===== config.mk =====
export PLATFORM = sky130hd
export DESIGN_NAME = prog_gate_pipe
export DESIGN_NICKNAME = d
export VERILOG_FILES = /design/src/rtl/prog_gate_pkg.sv /design/src/rtl/lut_mux4.sv /design/src/rtl/prog_gate_pipe.sv
export SDC_FILE = /design/constraint.sdc
export NUM_CORES = 1
export LEC_CHECK = 0
export CORE_ASPECT_RATIO = 1.75
export CORE_MARGIN = 5
export CORE_UTILIZATION = 30
export DETAILED_ROUTE_END_ITERATION = 8
export SLEW_MARGIN = 20
export SYNTH_ARGS = -nofsm -noshare
export SYNTH_HDL_FRONTEND = slang
export SYNTH_SLANG_ARGS = --single-unit

===== constraint.sdc =====
create_clock -name clk -period 2 [get_ports clk]
set_input_delay 0.4 -clock clk [delete_from_list [all_inputs] [get_ports clk]]
set_output_delay 0.4 -clock clk [all_outputs]
set_load 0.1 [all_outputs]

===== src/rtl/prog_gate_pkg.sv =====
// ============================================================================
// Module   : prog_gate_pkg
// Brief    : Truth-table encodings and a bitwise reference function for the
//            programmable gate pipeline.
// Revision : 1.0 - initial release
// ============================================================================
`default_nettype none

package prog_gate_pkg;

  typedef logic [3:0] lut_t;

  // Bit k of a table is the output for {a,b} == k.
  localparam lut_t LUT_AND  = 4'b1000;
  localparam lut_t LUT_OR   = 4'b1110;
  localparam lut_t LUT_XOR  = 4'b0110;
  localparam lut_t LUT_NAND = 4'b0111;
  localparam lut_t LUT_NOR  = 4'b0001;
  localparam lut_t LUT_XNOR = 4'b1001;
  localparam lut_t LUT_A    = 4'b1100;
  localparam lut_t LUT_B    = 4'b1010;

  localparam int REF_MAX_W = 64;

  function automatic logic [REF_MAX_W-1:0] gate_ref(
    input lut_t                 lut,
    input logic [REF_MAX_W-1:0] a,
    input logic [REF_MAX_W-1:0] b
  );
    logic [REF_MAX_W-1:0] r;
    r = '0;
    for (int i = 0; i < REF_MAX_W; i++) begin
      r[i] = lut[{a[i], b[i]}];
    end
    return r;
  endfunction

endpackage

`default_nettype wire


===== src/rtl/lut_mux4.sv =====
// ============================================================================
// Module   : lut_mux4
// Brief    : One-bit 4:1 mux selecting a truth-table entry by {a,b}.
// Revision : 1.0 - initial release
// ============================================================================
`default_nettype none

module lut_mux4
  import prog_gate_pkg::*;
(
  input  logic [3:0] lut,
  input  logic       a,
  input  logic       b,
  output logic       y
);

  assign y = lut[{a, b}];

endmodule

`default_nettype wire


===== src/rtl/prog_gate_pipe.sv =====
// ============================================================================
// Module   : prog_gate_pipe
// Brief    : WIDTH-bit programmable two-input gate with a registered
//            valid/ready output stage backed by a one-entry skid buffer.
// Revision : 1.0 - initial release
// ============================================================================
`default_nettype none

module prog_gate_pipe
  import prog_gate_pkg::*;
#(
  parameter int         WIDTH   = 8,
  parameter int         CNT_W   = 16,
  parameter logic [3:0] LUT_RST = LUT_AND
) (
  input  logic             clk,
  input  logic             rst_n,
  input  logic             cfg_we,
  input  logic [3:0]       cfg_lut,
  output logic [3:0]       lut_q,
  input  logic             in_valid,
  output logic             in_ready,
  input  logic [WIDTH-1:0] a,
  input  logic [WIDTH-1:0] b,
  output logic             out_valid,
  input  logic             out_ready,
  output logic [WIDTH-1:0] y,
  output logic [CNT_W-1:0] txn_cnt
);

  logic [3:0]       r_lut;
  logic             r_out_valid;
  logic [WIDTH-1:0] r_out_data;
  logic             r_skid_valid;
  logic [WIDTH-1:0] r_skid_data;
  logic [CNT_W-1:0] r_cnt;

  logic [WIDTH-1:0] w_y_next;
  logic             w_accept;
  logic             w_deliver;

  genvar gi;
  generate
    for (gi = 0; gi < WIDTH; gi++) begin : g_bit
      lut_mux4 u_mux (
        .lut (r_lut),
        .a   (a[gi]),
        .b   (b[gi]),
        .y   (w_y_next[gi])
      );
    end
  endgenerate

  // in_ready comes straight off the skid flop, so out_ready never reaches it.
  assign w_accept  = in_valid && !r_skid_valid;
  assign w_deliver = r_out_valid && out_ready;

  always_ff @(posedge clk or negedge rst_n) begin
    if (!rst_n) begin
      r_lut <= LUT_RST;
    end else if (cfg_we) begin
      r_lut <= cfg_lut;
    end
  end

  always_ff @(posedge clk or negedge rst_n) begin
    if (!rst_n) begin
      r_out_valid  <= 1'b0;
      r_out_data   <= '0;
      r_skid_valid <= 1'b0;
      r_skid_data  <= '0;
    end else if (w_deliver) begin
      if (r_skid_valid) begin
        r_out_data   <= r_skid_data;
        r_skid_valid <= 1'b0;
      end else if (w_accept) begin
        r_out_data <= w_y_next;
      end else begin
        r_out_valid <= 1'b0;
      end
    end else if (w_accept) begin
      if (!r_out_valid) begin
        r_out_data  <= w_y_next;
        r_out_valid <= 1'b1;
      end else begin
        r_skid_data  <= w_y_next;
        r_skid_valid <= 1'b1;
      end
    end
  end

  always_ff @(posedge clk or negedge rst_n) begin
    if (!rst_n) begin
      r_cnt <= '0;
    end else if (w_deliver) begin
      r_cnt <= r_cnt + 1'b1;
    end
  end

  assign lut_q     = r_lut;
  assign in_ready  = !r_skid_valid;
  assign out_valid = r_out_valid;
  assign y         = r_out_data;
  assign txn_cnt   = r_cnt;

endmodule

`default_nettype wire


Yosys cells after proc, flatten, opt, wreduce, memory -nomap -nowiden
Cells that the tools add are included.
{ "word_totals": {"ram_bits": 0, "wordCells": 57, "mem_bits_ro": 0, "latchBits": 0, "in_bits": 25, "reg_bits": 38, "memories": 0} }
{ "classes": {"div": 0, "n_addsub": 1, "n_eq_ne": 3, "shifts": 0, "order_cmp": 8, "mul": 0, "reduce_logical": 10, "mux": 28, "bitwise_logic": 1} }
{ "ops": {"columns": ["operator", "n"], "rows": [
  ["8-bit two-way mux", 5],
  ["2-bit by 3-bit less-than comparator with 1-bit output, second input constant", 8],
  ["16-bit by 1-bit adder with 16-bit output, second input constant", 1],
  ["1-bit binary-select mux with 2-bit select", 8],
  ["1-bit two-way mux", 15],
  ["3-bit AND reduction", 3],
  ["2-bit nonzero test", 3],
  ["2-bit != test, second input constant", 2],
  ["1-bit logical AND", 2],
  ["2-bit by 1-bit != test with 1-bit output, second input constant", 1],
  ["2-bit AND reduction", 1],
  ["1-bit zero test", 1],
  ["1-bit inverter", 1]
]} }

Depth between registers and ports, before layout
Gate-level depths: netlist of the first run.
{ "logic_depth": {"ltp_word": 5, "ltp_mapped": 7, "depth_no_buf": 6} }

By module
From an unflattened synthesis of the first run, not the netlist that was laid out.
{ "hier_totals": {"hier_cells": 141, "area_unflattened_um2": 1839.3} }
{ "modules_own_cells": {"columns": ["module", "n_inst", "area_per_inst_um2", "cells_per_inst", "seq_area_each_um2"], "rows": [
  ["prog_gate_pipe", 1, 1659.1, 133, 952.2],
  ["lut_mux4", 8, 22.5, 1, 0.0]
]} }

Least setup slack after synthesis of the first run
Ideal clock, no wire load.
{ "synth_path": {"path_kind": "register to register", "startpoint": "reg r_out_valid (netlist: out_valid)", "endpoint": "reg r_out_data[4] (netlist: y[4])", "setup_slack_ns": -0.372, "path_stages_with_launch": 7, "n_path_buf": 1, "synth_period_minus_slack_ns": 2.372, "arrival_ns": 2.290, "required_ns": 1.918, "path_cell_list": "dfrtp_1 nand2_1 ha_1 nor3_4 buf_4 nor2_1 a31oi_1"} }
{ "synth_via": {"elab_chain_cells": 3, "word_cells_on_any_way": 5, "classes_between": "eq/ne: 1; mux: 1; reduce/logical: 3"} }
{ "synth_lines": {"columns": ["item", "line_no", "rtl"], "rows": [
  ["from (decl)", "prog_gate_pipe.sv:32", "logic r_out_valid;"],
  ["from (signal assigned)", "prog_gate_pipe.sv:68", "r_out_valid <= 1'b0;"],
  ["from (signal assigned)", "prog_gate_pipe.sv:79", "r_out_valid <= 1'b0;"],
  ["from (signal assigned)", "prog_gate_pipe.sv:84", "r_out_valid <= 1'b1;"],
  ["1-bit logical AND", "prog_gate_pipe.sv:56", "assign w_deliver = r_out_valid && out_ready;"],
  ["2-bit by 1-bit != test with 1-bit output (no source line) or 2-bit nonzero test (tied branches)", null, null],
  ["3-bit AND reduction (no source line)", null, null],
  ["to (signal assigned)", "prog_gate_pipe.sv:74", "r_out_data <= r_skid_data;"],
  ["to (signal assigned)", "prog_gate_pipe.sv:77", "r_out_data <= w_y_next;"],
  ["to (signal assigned)", "prog_gate_pipe.sv:83", "r_out_data <= w_y_next;"],
  ["to (decl)", "prog_gate_pipe.sv:33", "logic [WIDTH-1:0] r_out_data;"]
]} }
Several ways; a longest one is shown, not always the timed one.
A chain may end at the register's enable or synchronous reset.

Worst setup path after layout of the first run
{ "layout_path": {"startpoint": "in in_valid", "endpoint": "reg r_out_data[5] (netlist: y[5])"} }
{ "layout_via": {"elab_chain_cells": 3, "word_cells_on_any_way": 4, "classes_between": "reduce/logical: 4"} }
{ "layout_lines": {"columns": ["item", "line_no", "rtl"], "rows": [
  ["from (decl)", "prog_gate_pipe.sv:21", "input logic in_valid,"],
  ["1-bit logical AND (*)", "prog_gate_pipe.sv:55", "assign w_accept = in_valid && !r_skid_valid;"],
  ["2-bit nonzero test (no source line)", null, null],
  ["3-bit AND reduction (no source line) (*)", null, null]
]} }
Every way passes the cells marked *; elsewhere a longest branch is shown, timed or not.

==> summary.md, run 1 <==
| Metric | Value |
|---|---|
| Outcome | complete, no violations |
| H-tree depth | 2 |
| Final period utilization | 81.7% |
| Leading cell type in the layout, fill and taps excluded | dfrtp_1 |
| Synth Cell Area | 0.00182 sq mm |
| Diode count | 0 |
| Sw frac | 49.4% |
| Initial DRC count | 55 |
| RSZ-0062 raised after global routing | false |
| CTS Buf Count | 5 |
| GRT Overall Usage | 11.1% |
| Nets | 238 |
| Hold_buf cts | 0 |
| Worst slew pin tran | 0.489 ns |
| RR Startpoint | r_skid_valid |
| Synth warn | 0 |
| Ys flop type | dfrtp_1 |
| Mapped Nets | 173 |
| Port bufs | 54 |
| Layout cell share with drive strength beyond 1 | 37.3% |
| # IOs | 55 |
| Post-Synthesis Cells | 146 |
| Worst slack, placed | 0.0624 ns |
| Setup Buffers After CTS | 0 |
| Sequential area share after synthesis | 52.4% |
| Async S/R FF share, synth | 100% |
| Worst-path cell chain | clkdlybuf4s50_1, nand2_1, ha_1, nor3_4, buf_12, nor2_1, a31oi_1 |
| Pwr Density | 1640 mW/mm^2 |
| Clock sinks | 38 |
| DIE AREA | 0.00778 sq mm |
| Critical path destination | y[5] |
| GPL Wtd Cong | 0.784 |
| Final min period | 1.63 ns |
| Mean area per synthesized cell | 12.5 sq um |
| Pin count of the biggest net entering global routing | 21 |
| Synth unique cells | 24 |
| Crit path DAT | 1.84 ns |
| Kind of critical path | primary input to flop |
| Slowest cell on crit path | clkdlybuf4s50_1 |
| Die Wd | 68.8 microns |
| Clk network pwr share | 17.8% |
| Setup crit end kind | flop |
| Min-Delay Path Class | primary input to async pin |
| Max rail drop VDD | 0.684 mV |
| CP peak stage delay | 0.48 ns |
| Worst Skew | 0.00443 ns |
| Final antenna-violating net count | 0 |
| Leak | 1.16 nW |
| Global-route wire length before repair | 6.50 mm |
| Logic pwr share | 53.1% |
| Starting Density | 30.9% |
| # rows | 37 |
| Crit path from | in_valid |
| CTS root buf | clkbuf_8 |
| Critical path peak fanout | 12 |
| Number of synthesized register bits | 38 |
| Clock buffer depth | 2 |
| Final Slew Violations | 0 |
| DRC viols | 0 |
| Placed Area | 0.00254 sq mm |
| EDFF count, synth | 0 |
| Final hold vios | 0 |
| Worst flop-to-flop path endpoint | y[5] |
| Vias per cell | 4.69 |
| Total number of vias | 1,359 |
| Final worst-path setup slack | 0.366 ns |
| Required time of the worst setup path | 2.21 ns |
| Post_cts resized | 0 |
| Int Pwr | 0.00222 W |
| Final setup viols | 0 |
| Startpoint Class | primary input |
| Most frequent cells in the layout | dfrtp_1, buf_4, nand2_1 |
| Final instance area | 0.00268 sq mm |
| Number of global-route vias before repair | 1,394 |
| Die Ht | 113 microns |
| Fillcell total | 551 |
| Area Overhead vs Synth | 47.1% |
| Slew headroom | 67.4% |
| DP HPWL | 3.21 mm |
| First-pass detailed-route iteration total | 4 |
| Global route total overflow | 0 |
| WHS | 0.0618 ns |
| Psw | 0.00216 W |
| Max Freq | 0.612 GHz |
| Clock latency on the worst-skew pair | 0.29 ns |
| Avg WL per Cell | 13.5 microns |
| # Max-Cap Violations | 0 |
| WL final | 3.91 mm |
| R2r setup slk | 0.38 ns |
| R2R cell count | 7 |
| Setup TNS | 0 ns |
| Core Box Area | 0.00588 sq mm |
| CTS clk-pin slew, worst paths | 0.08 ns |
| Initial antenna violation count | 0 |
| Flop pwr share | 29.0% |
| CTS tree | built |
flip-flops by register name, summed over array words and instances, names as in the netlist:
| name | cells |
|---|---|
| r_skid_valid | 1 |
| out_valid | 1 |
| r_skid_data | 8 |
| lut_q | 4 |
| txn_cnt | 16 |
| y | 8 |
metal layers:
metal | share of wire (%) | track usage (%)
met1 | 35 | 11.5
met2 | 56 | 20.0
met3 | 7.7 | 3.57
met4 | 1.9 | 4.30
met5 | 0 | 0
worst max-delay path, delay by kind of cell:
kind,cells,cell delay [ns]
AND/OR/NAND/NOR,3,0.41
buffers and inverters,2,0.63
adder cells (fa/ha/maj),1,0.26
AO/OA/AOI/OAI,1,0.14
worst min-delay path by stage:
| stage | from | endpoint | slack, ns | cells after the start |
|---|---|---|---|---|
| after floorplan | rst_n | lut_q[0] | 0.10 | 0 |
| after global placement | rst_n | lut_q[1] | 0.40 | 1 |
| after detailed placement | rst_n | lut_q[2] | 0.40 | 1 |
| after CTS | rst_n | lut_q[2] | 0.08 | 1 |
| after global routing | rst_n | lut_q[1] | 0.1 | 1 |
| final | rst_n | lut_q[2] | 0.06 | 1 |
synth_stat cells (2+ instances only):
cell     count  area, sq um
nand3_1      4         20.0
nor2_1      10         37.5
xor2_1       3         26.3
mux4_2       8          180
nand4_1      4         25.0
ha_1         2         25.0
a31oi_1      8         50.1
and3_1       2         12.5
buf_4        2         15.0
nand2_1     24         90.1
xnor2_1     12          105
mux2_2      13          146
dfrtp_1     37          926
and4_1       2         17.5
o21ai_0      3         15.0
inv_2        2         7.51
nor3_4       3         48.8
cell families after synthesis:
logic type | after synthesis | share of synthesized area (%)
flops | 38 | 52.4
mux | 21 | 18.0
simple gates | 54 | 15.8
fa+ha+maj | 2 | 1.38
xor+xnor | 15 | 7.23
compound gates | 12 | 3.99
buf+inv | 4 | 1.24
metrics by stage:
| step | instances | total power (W) | util (%) |
|---|---|---|---|
| 2_1_floorplan | 146 | 0.00297 | - |
| 3_3_place_gp | 282 | 0.00362 | 43.2 |
| 3_5_place_dp | 282 | 0.00365 | 43.2 |
| 4_1_cts | 290 | 0.00445 | 45.5 |
| 5_1_grt | 290 | 0.00460 | 45.5 |
| 6_report | 290 | 0.00438 | 45.5 |
power groups by stage:
stage               Clock [W]  Sequential (W)  Combinational (W)
floorplan                   0         0.00237           0.000602
global placement            0         0.00129            0.00234
detailed placement          0         0.00130            0.00235
CTS                  0.000809         0.00128            0.00235
global route         0.000832         0.00132            0.00245
finish               0.000781         0.00127            0.00233
cell type report:
| type | instances | area [sq um] | area share (%) |
|---|---|---|---|
| tap | 78 | 97.6 | 3.65 |
| clock buffer | 5 | 68.8 | 2.57 |
| multi-input combinational | 104 | 843 | 31.5 |
| sequential | 38 | 958 | 35.8 |
| timing repair buffer | 60 | 631 | 23.6 |
| inverter | 2 | 7.51 | 0.281 |
| clock inverter | 3 | 68.8 | 2.57 |
(Power assumes the default switching activity.)
==> run 2: changes to the inputs <==
clock period = 1.5 ns   (was 2 ns; I/O delays follow)
==> run 2 against run 1 <==
  * Critical path depth did not move
  * Clock power decreased by 14%
  * Power grew 46%
  * Flip-flop and latch count stayed put
  * Wire length rose by 10%
  * Hold slack gained 0.38 ns
  * Register-to-register slack got worse by 0.34 ns
  * Worst setup slack worse by 0.32 ns
  * Non-clock buffer count is 9 higher
  * Critical path type is now flop to flop
==> summary.md, run 2 (synthesis results as in run 1) <==
| Metric | Value |
|---|---|
| Max Freq | 0.686 GHz |
| Final period utilization | 97.2% |
| Layout cell share with drive strength beyond 1 | 47.5% (was 37.3%) |
| Psw | 0.00307 W (was 0.00216 W) |
| Worst-path cell chain | inv_8, nand2_8, ha_4, nor3_4, buf_12, nor2_1, a31oi_1 (was clkdlybuf4s50_1, nand2_1, ha_1, nor3_4, buf_12, nor2_1, a31oi_1) |
| Final hold vios | 0 (unchanged) |
| Crit path DAT | 1.66 ns (was 1.84 ns) |
| Flop pwr share | 29.2% (was 29.0%) |
| GRT Overall Usage | 12.0% (was 11.1%) |
| WL final | 4.31 mm (was 3.91 mm) |
| Logic pwr share | 60.3% (was 53.1%) |
| DIE AREA | 0.00778 sq mm (unchanged) |
| CTS Buf Count | 5 (unchanged) |
| Final min period | 1.46 ns |
| H-tree depth | 2 (unchanged) |
| Die Ht | 113 microns (unchanged) |
| Slew headroom | 77.9% (was 67.4%) |
| CTS clk-pin slew, worst paths | 0.07 ns (was 0.08 ns) |
| Clock sinks | 38 (unchanged) |
| Avg WL per Cell | 14.4 microns (was 13.5 microns) |
| Initial DRC count | 36 (was 55) |
| Placed Area | 0.00295 sq mm (was 0.00254 sq mm) |
| Max rail drop VDD | 0.934 mV (was 0.684 mV) |
| CP peak stage delay | 0.45 ns (was 0.48 ns) |
| Clk network pwr share | 10.5% (was 17.8%) |
| Max reg flops | 16 (unchanged) |
| # rows | 37 (unchanged) |
| RSZ-0062 raised after global routing | true (was false) |
| Startpoint Class | flop (was primary input) |
| Nets | 247 (was 238) |
| Vias per cell | 4.71 (was 4.69) |
| Worst Skew | 0.00472 ns (was 0.00443 ns) |
| Worst slew pin tran | 0.331 ns (was 0.489 ns) |
| CP top delay family | flip-flops (was buffers and inverters) |
| Min-Delay Path Class | primary input to flop (was primary input to async pin) |
| Post-route non-filler standard cell count | 299 (was 290) |
| Int Pwr | 0.00331 W (was 0.00222 W) |
| Setup TNS | 0 ns (unchanged) |
| Global route total overflow | 0 (unchanged) |
| Starting Density | 30.9% (unchanged) |
| Most frequent cells in the layout | buf_12, nand2_1, clkdlybuf4s50_1 (was dfrtp_1, buf_4, nand2_1) |
| Number of global-route vias before repair | 1,521 (was 1,394) |
| Pin count of the biggest net entering global routing | 39 (was 21) |
| Final instance area | 0.00313 sq mm (was 0.00268 sq mm) |
| Final Slew Violations | 0 (unchanged) |
| Final worst-path setup slack | 0.0418 ns (was 0.366 ns) |
| # IOs | 55 (unchanged) |
| Port bufs | 54 (unchanged) |
| Die Wd | 68.8 microns (unchanged) |
| Setup crit end kind | flop (unchanged) |
| DP HPWL | 3.41 mm (was 3.21 mm) |
| Slowest cell on crit path | dfrtp_2 (was clkdlybuf4s50_1) |
| GPL Wtd Cong | 0.719 (was 0.784) |
| Pwr Density | 2040 mW/mm^2 (was 1640 mW/mm^2) |
| Total number of vias | 1,408 (was 1,359) |
| CTS root buf | clkbuf_8 (unchanged) |
| Final setup viols | 0 (unchanged) |
| Diode count | 0 (unchanged) |
| # Max-Cap Violations | 0 (unchanged) |
| Leading cell type in the layout, fill and taps excluded | buf_12 (was dfrtp_1) |
| Initial antenna violation count | 0 (unchanged) |
| Sw frac | 48.1% (was 49.4%) |
| Core Box Area | 0.00588 sq mm (unchanged) |
| Outcome | complete, no violations (unchanged) |
| CTS tree | built (unchanged) |
| First-pass detailed-route iteration total | 6 (was 4) |
| Final antenna-violating net count | 0 (unchanged) |
| Worst slack, placed | -0.266 ns (was 0.0624 ns) |
| DRC viols | 0 (unchanged) |
| Area Overhead vs Synth | 72.4% (was 47.1%) |
| Clock latency on the worst-skew pair | 0.29 ns (about the same) |
| Kind of critical path | flop to flop (was primary input to flop) |
| Leak | 1.28 nW (was 1.16 nW) |
| Worst Path Buf+Inv | 2 (unchanged) |
| Core Util, Final | 53.3% (was 45.5%) |
| Placed Cells | 285 (was 282) |
| Clock buffer depth | 2 (unchanged) |
| Global-route wire length before repair | 7.13 mm (was 6.50 mm) |
| Critical path peak fanout | 8 (was 12) |
| Required time of the worst setup path | 1.71 ns (was 2.21 ns) |
[run 2: tightest hold or removal path: stages]
cell and delay (ns):
dlymetal6s2s_1 0.10, buf_6 0.13, buf_4 0.11, o31ai_1 0.06
[run 2: worst paths after layout]
check | start | endpoint | slack [ns] | cells after the start
max | r_skid_valid | y[7] | 0.04 | 7
min | out_ready | r_skid_valid | 0.44 | 4
max reg2reg | r_skid_valid | y[7] | 0.04 | 7
min reg2reg | txn_cnt[12] | txn_cnt[12] | 0.51 | 1
max in group asynchronous | rst_n | lut_q[3] | 0.73 | 3
min in group asynchronous | rst_n | txn_cnt[0] | 0.51 | 3
[run 2: power groups by stage]
stage / sequential (W) / clock, W / combinational [W]
after floorplan: 0.00326 / 0 / 0.000861
after global placement: 0.00188 / 0 / 0.00372
after detailed placement: 0.00189 / 0 / 0.00376
after CTS: 0.00187 / 0.000702 / 0.00377
after global routing: 0.00192 / 0.000744 / 0.00403
final: 0.00187 / 0.000668 / 0.00385
[run 2: layout make-up]
cell class                      instances  area, sq um
Sequential cell                        38         1010
Tap cell                               78         97.6
Timing Repair Buffer                   69         1030
Inverter                                2         15.0
Clock buffer                            8         80.1
Fill cell                             514         2750
Multi-Input combinational cell        104          905
[run 2: metrics by stage]
step	hold WS (ns)	total power (W)
2_1_floorplan	0.00441	0.00412
5_1_grt	0.444	0.00669
3_5_place_dp	0.287	0.00566
4_1_cts	0.513	0.00634
6_report	0.440	0.00638
3_3_place_gp	0.282	0.00560
[run 2: routing by layer]
metal	vias to the layer above	track usage (%)	share of wire, %
met3	8	4.27	7.9
met2	53	22.0	57
met4	0	3.52	1.8
met1	681	12.2	34
met5	-	0	0
li1	666	-	-
[run 2: repair_timing]
item,CTS,global route
setup buffers,0,4
gates resized for setup,0,7
hold buffers,1,0
hold endpoints to repair,37,0
endpoints found under the setup margin,0,13
==> run 3: changes to the inputs <==
--- a/config.mk
+++ b/config.mk
@@ -9,3 +9,3 @@
 export CORE_MARGIN = 5
-export CORE_UTILIZATION = 30
+export CORE_UTILIZATION = 25
 export DETAILED_ROUTE_END_ITERATION = 8
@@ -15 +15,2 @@
 export SYNTH_SLANG_ARGS = --single-unit
+export TNS_END_PERCENT = 5
==> constraint.sdc (replaced) <==
create_clock -name clk -period 1.5 [get_ports clk]
set_input_delay 0.45 -clock clk [delete_from_list [all_inputs] [get_ports clk]]
set_output_delay 0.45 -clock clk [all_outputs]
set_load 0.1 [all_outputs]
==> run 3 against run 2 <==
  * Final area increased by 2.3%
  * Clock skew fell by 0.0018 ns
  * Power rose by 7.8%
  * Fmax decreased by 2.4%
  * Clock power up 75%
==> summary.md, run 3 (synthesis results as in run 1) <==
| Metric | Value |
|---|---|
| Worst-path cell chain | buf_12 (was inv_8, nand2_8, ha_4, nor3_4, buf_12, nor2_1, a31oi_1) |
| Startpoint Class | flop (unchanged) |
| Final min period | 1.49 ns (was 1.46 ns) |
| Placed Cells | 296 (was 285) |
| Max reg flops | 16 (unchanged) |
| Area Overhead vs Synth | 76.3% (was 72.4%) |
| Worst Skew | 0.00291 ns (was 0.00472 ns) |
| Final setup viols | 0 (unchanged) |
| Nets | 249 (was 247) |
| Outcome | complete, no violations (unchanged) |
| Core Util, Final | 44.6% (was 53.3%) |
| Top Usage Layer GRT | met2 (unchanged) |
| Pin count of the biggest net entering global routing | 27 (was 39) |
| Placed Area | 0.00297 sq mm (was 0.00295 sq mm) |
| Die Wd | 74.5 microns (was 68.8 microns) |
| Clock latency on the worst-skew pair | 0.27 ns (was 0.29 ns) |
| Kind of critical path | flop to output port (was flop to flop) |
| Critical path peak fanout | 5 (was 8) |
| H-tree depth | 2 (unchanged) |
| Initial DRC count | 47 (was 36) |
| DRC viols | 0 (unchanged) |
| Final instance area | 0.00321 sq mm (was 0.00313 sq mm) |
| Slowest cell on crit path | dfstp_2 (was dfrtp_2) |
| Max rail drop VDD | 0.766 mV (was 0.934 mV) |
| Port bufs | 54 (unchanged) |
| Clock buffer depth | 2 (unchanged) |
| CP peak stage delay | 0.58 ns (was 0.45 ns) |
| Die Ht | 123 microns (was 113 microns) |
| Fillcell total | 664 (was 514) |
| Max Freq | 0.669 GHz (was 0.686 GHz) |
| Global-route wire length before repair | 6.84 mm (was 7.13 mm) |
| R2r setup slk | 0.07 ns (was 0.04 ns) |
| GRT Overall Usage | 9.80% (was 12.0%) |
| Total chip power | 0.00688 W (was 0.00638 W) |
| Worst slew pin tran | 0.321 ns (was 0.331 ns) |
| Initial antenna violation count | 0 (unchanged) |
| Hold_buf cts | 0 (was 1) |
| Vias per cell | 4.52 (was 4.71) |
| Post-route non-filler standard cell count | 309 (was 299) |
| CTS root buf | clkbuf_16 (was clkbuf_8) |
| Met2 Use GR | 17.8% (was 22.0%) |
| # rows | 41 (was 37) |
| Core Box Area | 0.00718 sq mm (was 0.00588 sq mm) |
| Starting Density | 25.3% (was 30.9%) |
| Met3 usage | 2.54% (was 4.27%) |
| DP HPWL | 3.27 mm (was 3.41 mm) |
| WL final | 4.06 mm (was 4.31 mm) |
| Final antenna-violating net count | 0 (unchanged) |
| First-pass detailed-route iteration total | 4 (was 6) |
| Final worst-path setup slack | 0.00576 ns (was 0.0418 ns) |
| CTS clk-pin slew, worst paths | 0.05 ns (was 0.07 ns) |
| # Max-Cap Violations | 0 (unchanged) |
| Min-Delay Path Class | primary input to async pin (was primary input to flop) |
| Leak | 1.34 nW (was 1.28 nW) |
| DIE AREA | 0.00914 sq mm (was 0.00778 sq mm) |
| Layout cell share with drive strength beyond 1 | 47.5% (about the same) |
| Worst Path Buf+Inv | 1 (was 2) |
| RSZ-0062 raised after global routing | true (unchanged) |
| Final Slew Violations | 0 (unchanged) |
| Global route total overflow | 0 (unchanged) |
| Crit path DAT | 1.04 ns (was 1.66 ns) |
| Diode count | 0 (unchanged) |
| Number of global-route vias before repair | 1,424 (was 1,521) |
| Total number of vias | 1,397 (was 1,408) |
| CP top delay family | flip-flops (unchanged) |
| GPL Wtd Cong | 0.685 (was 0.719) |
| Grt met1 use | 10.7% (was 12.2%) |
| Pwr Density | 2150 mW/mm^2 (was 2040 mW/mm^2) |
| Final hold vios | 0 (unchanged) |
| Clock sinks | 38 (unchanged) |
| CTS tree | built (unchanged) |
| Worst slack, placed | -0.475 ns (was -0.266 ns) |
| Leading cell type in the layout, fill and taps excluded | buf_12 (unchanged) |
| Required time of the worst setup path | 1.05 ns (was 1.71 ns) |
| Most frequent cells in the layout | buf_12, nand2_1, dfrtp_1 (was buf_12, nand2_1, clkdlybuf4s50_1) |
| Slew headroom | 78.6% (was 77.9%) |
| Setup crit end kind | output port (was flop) |
| CTS Buf Count | 5 (unchanged) |
| Avg WL per Cell | 13.2 microns (was 14.4 microns) |
| Final period utilization | 99.6% (was 97.2%) |
| # IOs | 55 (unchanged) |
-- run 3: cell count changes in the layout (fill, tap and decap cells not counted), moves of 4 or more --
cell and change:
mux2_4 +4, clkbuf_16 +4, mux2_2 -4, dfrtp_4 -4, clkbuf_8 -5, dlygate4sd2_1 +10
clkdlybuf4s50_1 -8
-- run 3: area by class of cell --
cell class / count / area (sq um) / area share, %
Clock buffer: 5 / 125 / 3.90
Multi-Input combinational cell: 104 / 893 / 27.9
Inverter: 2 / 12.5 / 0.390
Clock inverter: 3 / 40.0 / 1.25
Tap cell: 86 / 108 / 3.36
Timing Repair Buffer: 71 / 1030 / 32.1
Sequential cell: 38 / 998 / 31.1
-- run 3: path summary, 6_finish.rpt --
check	start	to	cells after the start
hold / removal	rst_n	txn_cnt[3]	1
setup / recovery	lut_q[3]	lut_q[3]	1
max in group asynchronous	rst_n	lut_q[3]	2
min in group clk	r_skid_data[1]	r_skid_data[1]	1
hold reg to reg	r_skid_data[1]	r_skid_data[1]	1
setup reg to reg	out_valid	y[5]	5
-- run 3: worst reg2reg max path, cell delays in order (launching register included) --
cell	delay, ns
dfrtp_4	0.54
nor2b_1	0.18
nor3_4	0.25
buf_6	0.15
buf_16	0.11
a31oi_1	0.08
-- run 3: through the flow --
step,hold slack [ns],setup TNS (ns)
after detailed placement,0.363,-12.86
after floorplan,0.154,-1.07
after global routing,0.0741,-0.0310
final,0.0637,0
after global placement,0.363,-12.34
after CTS,0.0688,-0.0679
-- run 3: layer usage --
| layer | vias up | routed length, microns |
|---|---|---|
| met5 | - | 0 |
| met2 | 49 | 2250 |
| met1 | 667 | 1440 |
| li1 | 676 | - |
| met3 | 5 | 303 |
| met4 | 0 | 67 |
-- run 3: power by group --
part	leakage [nW]	internal (W)	total, W	switching [W]
logic	0.816	0.00159	0.00385	0.00227
registers	0.443	0.00143	0.00186	0.000431
clock network	0.0836	0.000777	0.00117	0.000393
total	1.34	0.00379	0.00688	0.00309
-- run 3: repair_timing --
item | in CTS | in global routing
setup buffers | 2 | 2
gates cloned | 1 | 0
pin swaps | 2 | 1
gates resized for setup | 17 | 0
setup endpoints to repair | 31 | 9
